--- src/rtl/seq_arith_pkg.sv ---
// Shared opcode encodings and state/operation enums for the sequential arithmetic unit.
package seq_arith_pkg;

   localparam logic [7:0] OP_ADD = 8'h02;
   localparam logic [7:0] OP_SUB = 8'h03;
   localparam logic [7:0] OP_MUL = 8'h04;
   localparam logic [7:0] OP_DIV = 8'h05;
   localparam logic [7:0] OP_MOD = 8'h06;
   localparam logic [7:0] OP_INC = 8'h07;
   localparam logic [7:0] OP_DEC = 8'h08;

   typedef enum logic [1:0] {
      IDLE,
      CALC,
      DONE
   } state_e;

   typedef enum logic [1:0] {
      IT_MUL,
      IT_DIV,
      IT_MOD
   } iter_e;

endpackage

--- src/rtl/seq_muldiv_core.sv ---
// Iterative one-bit-per-cycle engine: shift-add multiply and restoring divide.
// hi/lo hold {product high, multiplier/product low} or {remainder, quotient}.
module seq_muldiv_core #(
   parameter int WIDTH = 8
) (
   input  logic             clk,
   input  logic             rst,
   input  logic             start_i,
   input  logic             div_mode_i,
   input  logic [WIDTH-1:0] a_i,
   input  logic [WIDTH-1:0] b_i,
   output logic             busy_o,
   output logic             done_o,
   output logic [WIDTH-1:0] hi_o,
   output logic [WIDTH-1:0] lo_o
);

   localparam int CW = (WIDTH > 1) ? $clog2(WIDTH) : 1;

   logic [WIDTH-1:0] hi_q, hi_d;
   logic [WIDTH-1:0] lo_q, lo_d;
   logic [WIDTH-1:0] b_q;
   logic [CW-1:0]    cnt_q;
   logic             busy_q;
   logic             div_q;
   logic [WIDTH:0]   msum;
   logic [WIDTH:0]   rsh;
   logic             rsh_ge_b;
   logic [WIDTH-1:0] rem_sub;

   always_comb begin
      msum     = {1'b0, hi_q} + (lo_q[0] ? {1'b0, b_q} : '0);
      rsh      = {hi_q, lo_q[WIDTH-1]};
      rsh_ge_b = (rsh >= {1'b0, b_q});
      // The shifted remainder is below 2*b, so the difference always fits in WIDTH bits.
      rem_sub  = rsh[WIDTH-1:0] - b_q;
      hi_d     = msum[WIDTH:1];
      lo_d     = {msum[0], lo_q[WIDTH-1:1]};
      if (div_q) begin
         if (rsh_ge_b) begin
            hi_d = rem_sub;
            lo_d = {lo_q[WIDTH-2:0], 1'b1};
         end else begin
            hi_d = rsh[WIDTH-1:0];
            lo_d = {lo_q[WIDTH-2:0], 1'b0};
         end
      end
   end

   always_ff @(posedge clk) begin
      if (rst) begin
         hi_q   <= '0;
         lo_q   <= '0;
         b_q    <= '0;
         cnt_q  <= '0;
         busy_q <= 1'b0;
         div_q  <= 1'b0;
      end else if (start_i && !busy_q) begin
         hi_q   <= '0;
         lo_q   <= a_i;
         b_q    <= b_i;
         cnt_q  <= CW'(WIDTH - 1);
         busy_q <= 1'b1;
         div_q  <= div_mode_i;
      end else if (busy_q) begin
         hi_q <= hi_d;
         lo_q <= lo_d;
         if (cnt_q == '0) begin
            busy_q <= 1'b0;
         end else begin
            cnt_q <= cnt_q - CW'(1);
         end
      end
   end

   assign busy_o = busy_q;
   assign done_o = busy_q && (cnt_q == '0);
   assign hi_o   = hi_d;
   assign lo_o   = lo_d;

endmodule

--- src/rtl/seq_arith_unit.sv ---
// Handshaked arithmetic unit: single-cycle ADD/SUB/INC/DEC on a shared adder,
// iterative MUL/DIV/MOD through seq_muldiv_core, one operation in flight.
module seq_arith_unit
   import seq_arith_pkg::*;
#(
   parameter int WIDTH = 8,
   parameter int OPW   = 8
) (
   input  logic               clk,
   input  logic               rst,
   input  logic               in_valid,
   output logic               in_ready,
   input  logic [OPW-1:0]     opcode,
   input  logic [WIDTH-1:0]   op_a,
   input  logic [WIDTH-1:0]   op_b,
   output logic               out_valid,
   input  logic               out_ready,
   output logic [2*WIDTH-1:0] result,
   output logic               carry,
   output logic               err
);

   localparam logic [OPW-1:0] C_ADD = OPW'(OP_ADD);
   localparam logic [OPW-1:0] C_SUB = OPW'(OP_SUB);
   localparam logic [OPW-1:0] C_MUL = OPW'(OP_MUL);
   localparam logic [OPW-1:0] C_DIV = OPW'(OP_DIV);
   localparam logic [OPW-1:0] C_MOD = OPW'(OP_MOD);
   localparam logic [OPW-1:0] C_INC = OPW'(OP_INC);
   localparam logic [OPW-1:0] C_DEC = OPW'(OP_DEC);

   state_e             state_q;
   iter_e              iter_q, iter_d;
   logic               in_ready_q;
   logic               out_valid_q;
   logic [2*WIDTH-1:0] result_q, result_d;
   logic               carry_q, carry_d;
   logic               err_q, err_d;

   logic               is_mul, is_div, is_mod, is_addc;
   logic               add_inv, add_cin, use_b;
   logic [WIDTH-1:0]   add_b;
   logic [WIDTH-1:0]   add_sum;
   logic               add_cout;
   logic               iter_start;
   logic               core_busy, core_done;
   logic [WIDTH-1:0]   core_hi, core_lo;

   always_comb begin
      is_mul  = (opcode == C_MUL);
      is_div  = (opcode == C_DIV);
      is_mod  = (opcode == C_MOD);
      is_addc = (opcode == C_ADD) || (opcode == C_SUB) ||
                (opcode == C_INC) || (opcode == C_DEC);

      // SUB = a+~b+1, INC = a+0+1, DEC = a+~0+0 (i.e. a + all-ones).
      use_b   = (opcode == C_ADD) || (opcode == C_SUB);
      add_inv = (opcode == C_SUB) || (opcode == C_DEC);
      add_cin = (opcode == C_SUB) || (opcode == C_INC);
      add_b   = use_b ? op_b : '0;
      if (add_inv) begin
         add_b = ~add_b;
      end
      {add_cout, add_sum} = {1'b0, op_a} + {1'b0, add_b} + {{WIDTH{1'b0}}, add_cin};

      iter_start = (state_q == IDLE) && in_valid && !core_busy &&
                   (is_mul || ((is_div || is_mod) && (op_b != '0)));
      iter_d     = is_mul ? IT_MUL : (is_div ? IT_DIV : IT_MOD);

      result_d = '0;
      carry_d  = 1'b0;
      err_d    = 1'b0;
      if (state_q == CALC) begin
         case (iter_q)
            IT_MUL:  result_d = {core_hi, core_lo};
            IT_DIV:  result_d = {{WIDTH{1'b0}}, core_lo};
            default: result_d = {{WIDTH{1'b0}}, core_hi};
         endcase
      end else if (is_addc) begin
         result_d = {{WIDTH{1'b0}}, add_sum};
         carry_d  = add_cout;
      end else begin
         err_d = 1'b1;
      end
   end

   seq_muldiv_core #(
      .WIDTH(WIDTH)
   ) u_core (
      .clk       (clk),
      .rst       (rst),
      .start_i   (iter_start),
      .div_mode_i(!is_mul),
      .a_i       (op_a),
      .b_i       (op_b),
      .busy_o    (core_busy),
      .done_o    (core_done),
      .hi_o      (core_hi),
      .lo_o      (core_lo)
   );

   always_ff @(posedge clk) begin
      if (rst) begin
         state_q     <= IDLE;
         iter_q      <= IT_MUL;
         in_ready_q  <= 1'b1;
         out_valid_q <= 1'b0;
         result_q    <= '0;
         carry_q     <= 1'b0;
         err_q       <= 1'b0;
      end else begin
         case (state_q)
            IDLE: begin
               if (in_valid) begin
                  in_ready_q <= 1'b0;
                  if (iter_start) begin
                     state_q <= CALC;
                     iter_q  <= iter_d;
                  end else begin
                     state_q     <= DONE;
                     out_valid_q <= 1'b1;
                     result_q    <= result_d;
                     carry_q     <= carry_d;
                     err_q       <= err_d;
                  end
               end
            end
            CALC: begin
               if (core_done) begin
                  state_q     <= DONE;
                  out_valid_q <= 1'b1;
                  result_q    <= result_d;
                  carry_q     <= carry_d;
                  err_q       <= err_d;
               end
            end
            DONE: begin
               if (out_ready) begin
                  state_q     <= IDLE;
                  out_valid_q <= 1'b0;
                  in_ready_q  <= 1'b1;
               end
            end
            default: begin
               state_q     <= IDLE;
               out_valid_q <= 1'b0;
               in_ready_q  <= 1'b1;
            end
         endcase
      end
   end

   assign in_ready  = in_ready_q;
   assign out_valid = out_valid_q;
   assign result    = result_q;
   assign carry     = carry_q;
   assign err       = err_q;

endmodule
--- config.mk ---
export PLATFORM = sky130hd
export DESIGN_NAME = seq_arith_unit
export DESIGN_NICKNAME = d
export VERILOG_FILES = /design/src/rtl/seq_arith_pkg.sv /design/src/rtl/seq_muldiv_core.sv /design/src/rtl/seq_arith_unit.sv
export SDC_FILE = /design/constraint.sdc
export NUM_CORES = 1
export LEC_CHECK = 0
export ABC_AREA = 0
export CORE_ASPECT_RATIO = 1.4
export CORE_MARGIN = 1.5
export CORE_UTILIZATION = 55
export DETAILED_ROUTE_END_ITERATION = 10
export PLACE_DENSITY = 0.83
export SYNTH_ARGS = -nofsm -noshare
export SYNTH_HDL_FRONTEND = slang
export SYNTH_SLANG_ARGS = --single-unit
--- constraint.sdc ---
create_clock -name clk -period 6.74 [get_ports clk]
set_input_delay 2.022 -clock clk [delete_from_list [all_inputs] [get_ports clk]]
set_output_delay 2.022 -clock clk [all_outputs]
set_load 0.02 [all_outputs]
Word-level counts from Yosys, hierarchy flattened
Cells that the tools add are included.
Cells by class
  add/sub/neg operators: 5
  $lt $le $gt $ge: 1
  eq/ne operators: 15
  multiplexer cells: 49
  bitwise logic cells: 2
  reductions and logical operators: 28
Operators with widths (count)
  $mux 8: 9
  $mux 16: 4
  $pmux 16 s2: 2
  $eq 8x3->1 const B: 4
  $mux 1: 20
  $eq 8x2->1 const B: 2
  $mux 2: 6
  $add 8x8->9: 1
  $add 8x9->9: 1
  $add 9x1->9: 1
  $ge 9x8->1: 1
  $mux 3: 3
  $reduce_and 3->1: 3
  $eq 8x4->1 const B: 1
  $ne 2x2->1 const B: 4
  $not 8->8: 1
  $reduce_and 4->1: 2
  $reduce_bool 8->1: 1
  $sub 8x8->8: 1
  $logic_or 1x1->1: 7
  $logic_and 1x1->1: 6
  $pmux 1 s3: 2
  $pmux 2 s3: 1
  $eq 2x1->1 const B: 2
  other kinds (11): 15
Storage, ports and cells
  flip-flop bits (word level): 53
  input port bits: 28
  output and inout bits: 20

Logic depth before layout (Yosys ltp)
  depth in word-level cells: 12
  depth in mapped cells: 13
  gate-level depth less buffers: 12

Hierarchy
Synthesis repeated with hierarchy kept, for this count alone.
Second synthesis, totals
  cell total of the unflattened synthesis: 478
  area, all modules: 3918.8 um2
By module, submodules not included
  seq_muldiv_core: times used 1, cells each 277, area an instance 2248.4 um2, seq. area each 580.6 um2
  seq_arith_unit: times used 1, cells each 201, area an instance 1670.4 um2, seq. area each 480.5 um2

Least setup slack after synthesis
No wires, ideal clock.
  path type: input to register
  start point: input opcode[5]
  end point: register carry_q (netlist: carry)
  arrival time: 5.218 ns
  setup slack: 1.389 ns
  stages: 13
  cell sequence: or4_1 buf_2 nor4b_2 nand2_1 xnor2_1 fa_1 fa_1 a211oi_1 nor2_1 o221a_2 o21a_1 o211ai_1 a21oi_1
Between the ends
  word-level cells in the longest chain between the ends: 12
  elaborated cells on any way between the ends: 29
  those cells by class: 2 x add/sub; 8 x eq/ne; 8 x mux; 1 x bitwise; 10 x reduce/logical
Ends and longest elaborated chain
  start: declaration: RTL line seq_arith_unit.sv:13  | input logic [OPW-1:0] opcode,
  $eq 8x2->1 (on tied branches): RTL line seq_arith_unit.sv:52, seq_arith_unit.sv:56, seq_arith_unit.sv:57
  $logic_or 1x1->1: RTL line seq_arith_unit.sv:52, seq_arith_unit.sv:56
  $mux 8: RTL line seq_arith_unit.sv:59  | add_b = use_b ? op_b : '0;
  $not 8->8: RTL line seq_arith_unit.sv:61  | add_b = ~add_b;
  $mux 8: RTL line seq_arith_unit.sv:60  | if (add_inv) begin
  $add 8x8->9: RTL line seq_arith_unit.sv:63  | {add_cout, add_sum} = {1'b0, op_a} + {1'b0, add_b} + {{WIDTH{1'b0}}, add_cin};
  $add 9x1->9: RTL line seq_arith_unit.sv:63
  $mux 1: RTL line seq_arith_unit.sv:78  | end else if (is_addc) begin
  $mux 1: RTL line seq_arith_unit.sv:72  | if (state_q == CALC) begin
  $mux 1: RTL line seq_arith_unit.sv:115  | if (iter_start) begin
  $mux 1: RTL line seq_arith_unit.sv:113  | if (in_valid) begin
  $pmux 1 s2: RTL line seq_arith_unit.sv:111  | case (state_q)
  end signal: assignment: RTL line seq_arith_unit.sv:122  | carry_q <= carry_d;
  end signal: assignment: RTL line seq_arith_unit.sv:132  | carry_q <= carry_d;
  end: declaration: RTL line seq_arith_unit.sv:36  | logic carry_q, carry_d;
Parallel ways exist; a longest one is shown, timed or not. The select of a mux whose other input is x is not followed.
A chain may end at the register's enable or synchronous reset.

Final worst setup path
  start point: input opcode[5]
  end point: register result_q[6] (netlist: result[6])
Between the ends
  word-level cells in the longest chain between the ends: 12
  elaborated cells on any way between the ends: 29
  those cells by class: 2 x add/sub; 8 x eq/ne; 8 x mux; 1 x bitwise; 10 x reduce/logical
Ends and longest elaborated chain
  $eq 8x2->1 (on tied branches): RTL line seq_arith_unit.sv:52, seq_arith_unit.sv:56, seq_arith_unit.sv:57
  $logic_or 1x1->1: RTL line seq_arith_unit.sv:52, seq_arith_unit.sv:56
  $mux 8: RTL line seq_arith_unit.sv:59
  $not 8->8: RTL line seq_arith_unit.sv:61
  $mux 8: RTL line seq_arith_unit.sv:60
  $add 8x8->9: RTL line seq_arith_unit.sv:63
  $add 9x1->9: RTL line seq_arith_unit.sv:63
  $mux 8: RTL line seq_arith_unit.sv:78
  $mux 16: RTL line seq_arith_unit.sv:72
  $mux 16: RTL line seq_arith_unit.sv:115
  $mux 16: RTL line seq_arith_unit.sv:113
  $pmux 16 s2: RTL line seq_arith_unit.sv:111
  end signal: assignment: RTL line seq_arith_unit.sv:121  | result_q <= result_d;
  end signal: assignment: RTL line seq_arith_unit.sv:131  | result_q <= result_d;
  end: declaration: RTL line seq_arith_unit.sv:35  | logic [2*WIDTH-1:0] result_q, result_d;
Parallel ways exist; a longest one is shown, timed or not. The select of a mux whose other input is x is not followed.

==> impl_results.md <==
* Worst EP required at 6970 ps
* Share of the synthesized area in the top cell type at 0.274
* Distinct cells, synth at 68
* Slowest stage cell on the critical path: or4_1
* Multi-input gate area at ~2700 um2
* Hold-fix buffers, CTS at 0
* Top FF cell, synth: dfxtp_1
* I/O Buffers at 47
* Worst-skew pair later-pin latency at 330 ps
* Netlist Area Pre-Place at 3870 um2
* Worst Setup End Kind: register
* Leak Pwr at 1.67 nW
* HP Class: reg -> reg
* Worst EP arrival at roughly 6000 ps
* Fmax at 0.173 GHz
* CTS sink cnt at 53
* Ratio of cells with drive above 1 in the final layout at 0.0556
* FF+latch count, synth at 53
* Die Area at 7560 um2
* Top layer in use: met4
* Slew @ Worst Pin at 1100 ps
* CP max stage delay at 680 ps
* # resized after CTS at 0
* Max Cap Viol at 0
* Synth area leaders: dfxtp_1 27%, ha_1 8.1%, a21oi_1 6.6%
* Status: complete, no violations
* Peak supply drop at 0.000112 V
* Crit-path max FO at 8
* Initial antenna violation count at 0
* Mapped Cells at 498
* Top-count cell post-synth: nand2_1
* Die width at between 70 and 80 um
* Max Slew Vio Count at 0
* Worst hold slack at 454 ps
* CTS tree: done
* # fillers at 655
* Average cell area after synthesis at approximately 8 um2
* Register area share after synthesis at 0.274
* PwrDens at 131 nW/um2
* Post-Route WL at 11.6 mm
* Syn. warnings at 0
* Placeable Area at 6890 um2
* Global-route wire length before repair at 18.6 mm
* Longest Clk Path Bufs at 2
* Met3 Routed Length at 578 um
* Initial Util at 0.562
* Tcrit/Tclk final at 0.860
* Initial DRT Pass Iterations at 5
* Min Clock Period, post-route at 5790 ps
* Fraction of registers with async set/reset at 0
* Total CTS buffers at 5
* Initial DRC Count at 293
* DP HPWL at 9.06 mm
* Rows at 36
* Pin count of the biggest net entering global routing at 39
* Element type at the critical path start: primary input
* Grt ovf at 0
* Synthesized net count at about 560
* Ant. Diodes at 0
* Root buf cell: clkbuf_8
* Layout area overhead at 16.5%
* H-tree depth at 2
* Vias in the first global route at ~3700
* Drt wl/cell at 18.2 um
* Ports at between 40 and 50
* Worst clock skew at 8.99 ps
* Setup Buffers After CTS at 0
* Drc violations at 0
* Synth area leader: dfxtp_1
* Fin nets at about 600
* Seq. cell area at 1060 um2
* Post-synth EDFFs at 0
* Die Y at between 100 and 150 um
* Detailed-route via count at 4008
* GPL Wtd Cong at 0.986
* Final setup viols at 0
* Clock transition at path regs at roughly 100 ps
* RSZ-0062 raised after global routing: false
* DR vias/cell at 6.31
* Post-route ant nets at 0
* Total Routing Usage GR at 0.319
* Slew HR at 0.260
* Critical-path cell list: clkdlybuf4s50_1, or4_1, nor4b_2, nand2_1, xnor2_1, fa_1, fa_1, a211oi_1, nor2_1, o22ai_1, xnor2_1, a211oi_1, a311oi_1
* Final Hold Fails at 0
* Met2 routed WL at 5.78 mm
* Met1 wire length at 4.53 mm
* Total negative setup slack at 0 ps
* Post-synth top cells: 64 x nand2_1, 53 x dfxtp_1, 51 x a21oi_1
* Critical path class: in -> reg
==> logic make-up (layout without fill, tap and decap cells) <==
group	after synthesis	in the layout	share of synthesized area
and+or+nand+nor	188	188	0.247
AOI/OAI and AO/OA	161	161	0.268
DFF	53	53	0.274
buffers and inverters	38	80	0.0391
adders and majority gates	29	29	0.101
xor gates and xnor gates	21	21	0.0475
muxes	8	8	0.0226
==> path summary, 6_finish.rpt <==
path,startpoint,to,slack [ps],depth (start not counted)
worst max-delay path,opcode[5],result[6],950,13
worst min register to register,result[15],result[15],450,2
worst min-delay path,result[15],result[15],450,2
worst max register to register,u_core.b_q[3],result[5],3420,7
==> registers in the layout (all words and copies together) (netlist names) <==
signal         flops
state_q            2
carry              1
u_core.hi_q        8
result            16
out_valid          1
iter_q             2
in_ready           1
u_core.busy_o      1
u_core.cnt_q       3
err                1
u_core.div_q       1
u_core.b_q         8
u_core.lo_q        8
==> power by group <==
part           total (mW)  switching (mW)  internal [mW]
combinational      0.0780          0.0424         0.0357
clock               0.190           0.115         0.0752
sequential          0.321         0.00408          0.317
==> metal layers <==
| metal | GRT usage | up-vias |
|---|---|---|
| li1 | - | 1906 |
| met4 | 0.194 | 0 |
| met5 | 0 | - |
| met3 | 0.0355 | 48 |
| met2 | 0.541 | 158 |
| met1 | 0.378 | 1896 |
==> critical path: cells and delay by family <==
kind / cells / cell delay (ps)
fa+ha+maj: 2 / 890
xor+xnor: 2 / 340
compound gates: 4 / 760
buf+inv: 1 / 410
simple gates: 4 / 1590
==> layout make-up <==
class / instances / area share
inverter: 21 / 0.0175
tap: 95 / 0.0263
clock inverter: 3 / 0.00555
multi-input combinational: 407 / 0.589
sequential: 53 / 0.235
clock buffer: 5 / 0.0153
timing repair buffer: 51 / 0.111
==> cell usage in the layout, fill, tap and decap left out, drive strengths merged, types with 3 or more instances in the layout <==
master,count
buf,4
or2,3
clkdlybuf4s50,47
a31o,3
inv,22
xor2,4
o21ai,28
a21oi,51
or3,5
o311ai,3
o21a,4
nor2b,7
fa,4
nor2,33
and2,10
o22ai,5
a22oi,9
a211o,4
nand2,65
ha,25
a21o,6
clkbuf,5
nor4b,3
o211ai,4
nor4,7
xnor2,17
and3,4
a211oi,12
nand2b,12
nand3,12
nor3,16
dfxtp,53
a31oi,8
mux2,6
==> through the flow <==
stage | total power, mW | utilization | std cells | setup WS (ps) | cell area (um2)
after floorplan | 0.367 | - | 498 | 1390 | 3870
after global placement | 0.404 | 0.641 | 627 | 735 | 4420
after detailed placement | 0.406 | 0.641 | 627 | 612 | 4420
after CTS | 0.590 | 0.655 | 635 | 929 | 4510
after global routing | 0.612 | 0.655 | 635 | 601 | 4510
final | 0.589 | 0.655 | 635 | 945 | 4510
(Power assumes the default switching activity.)
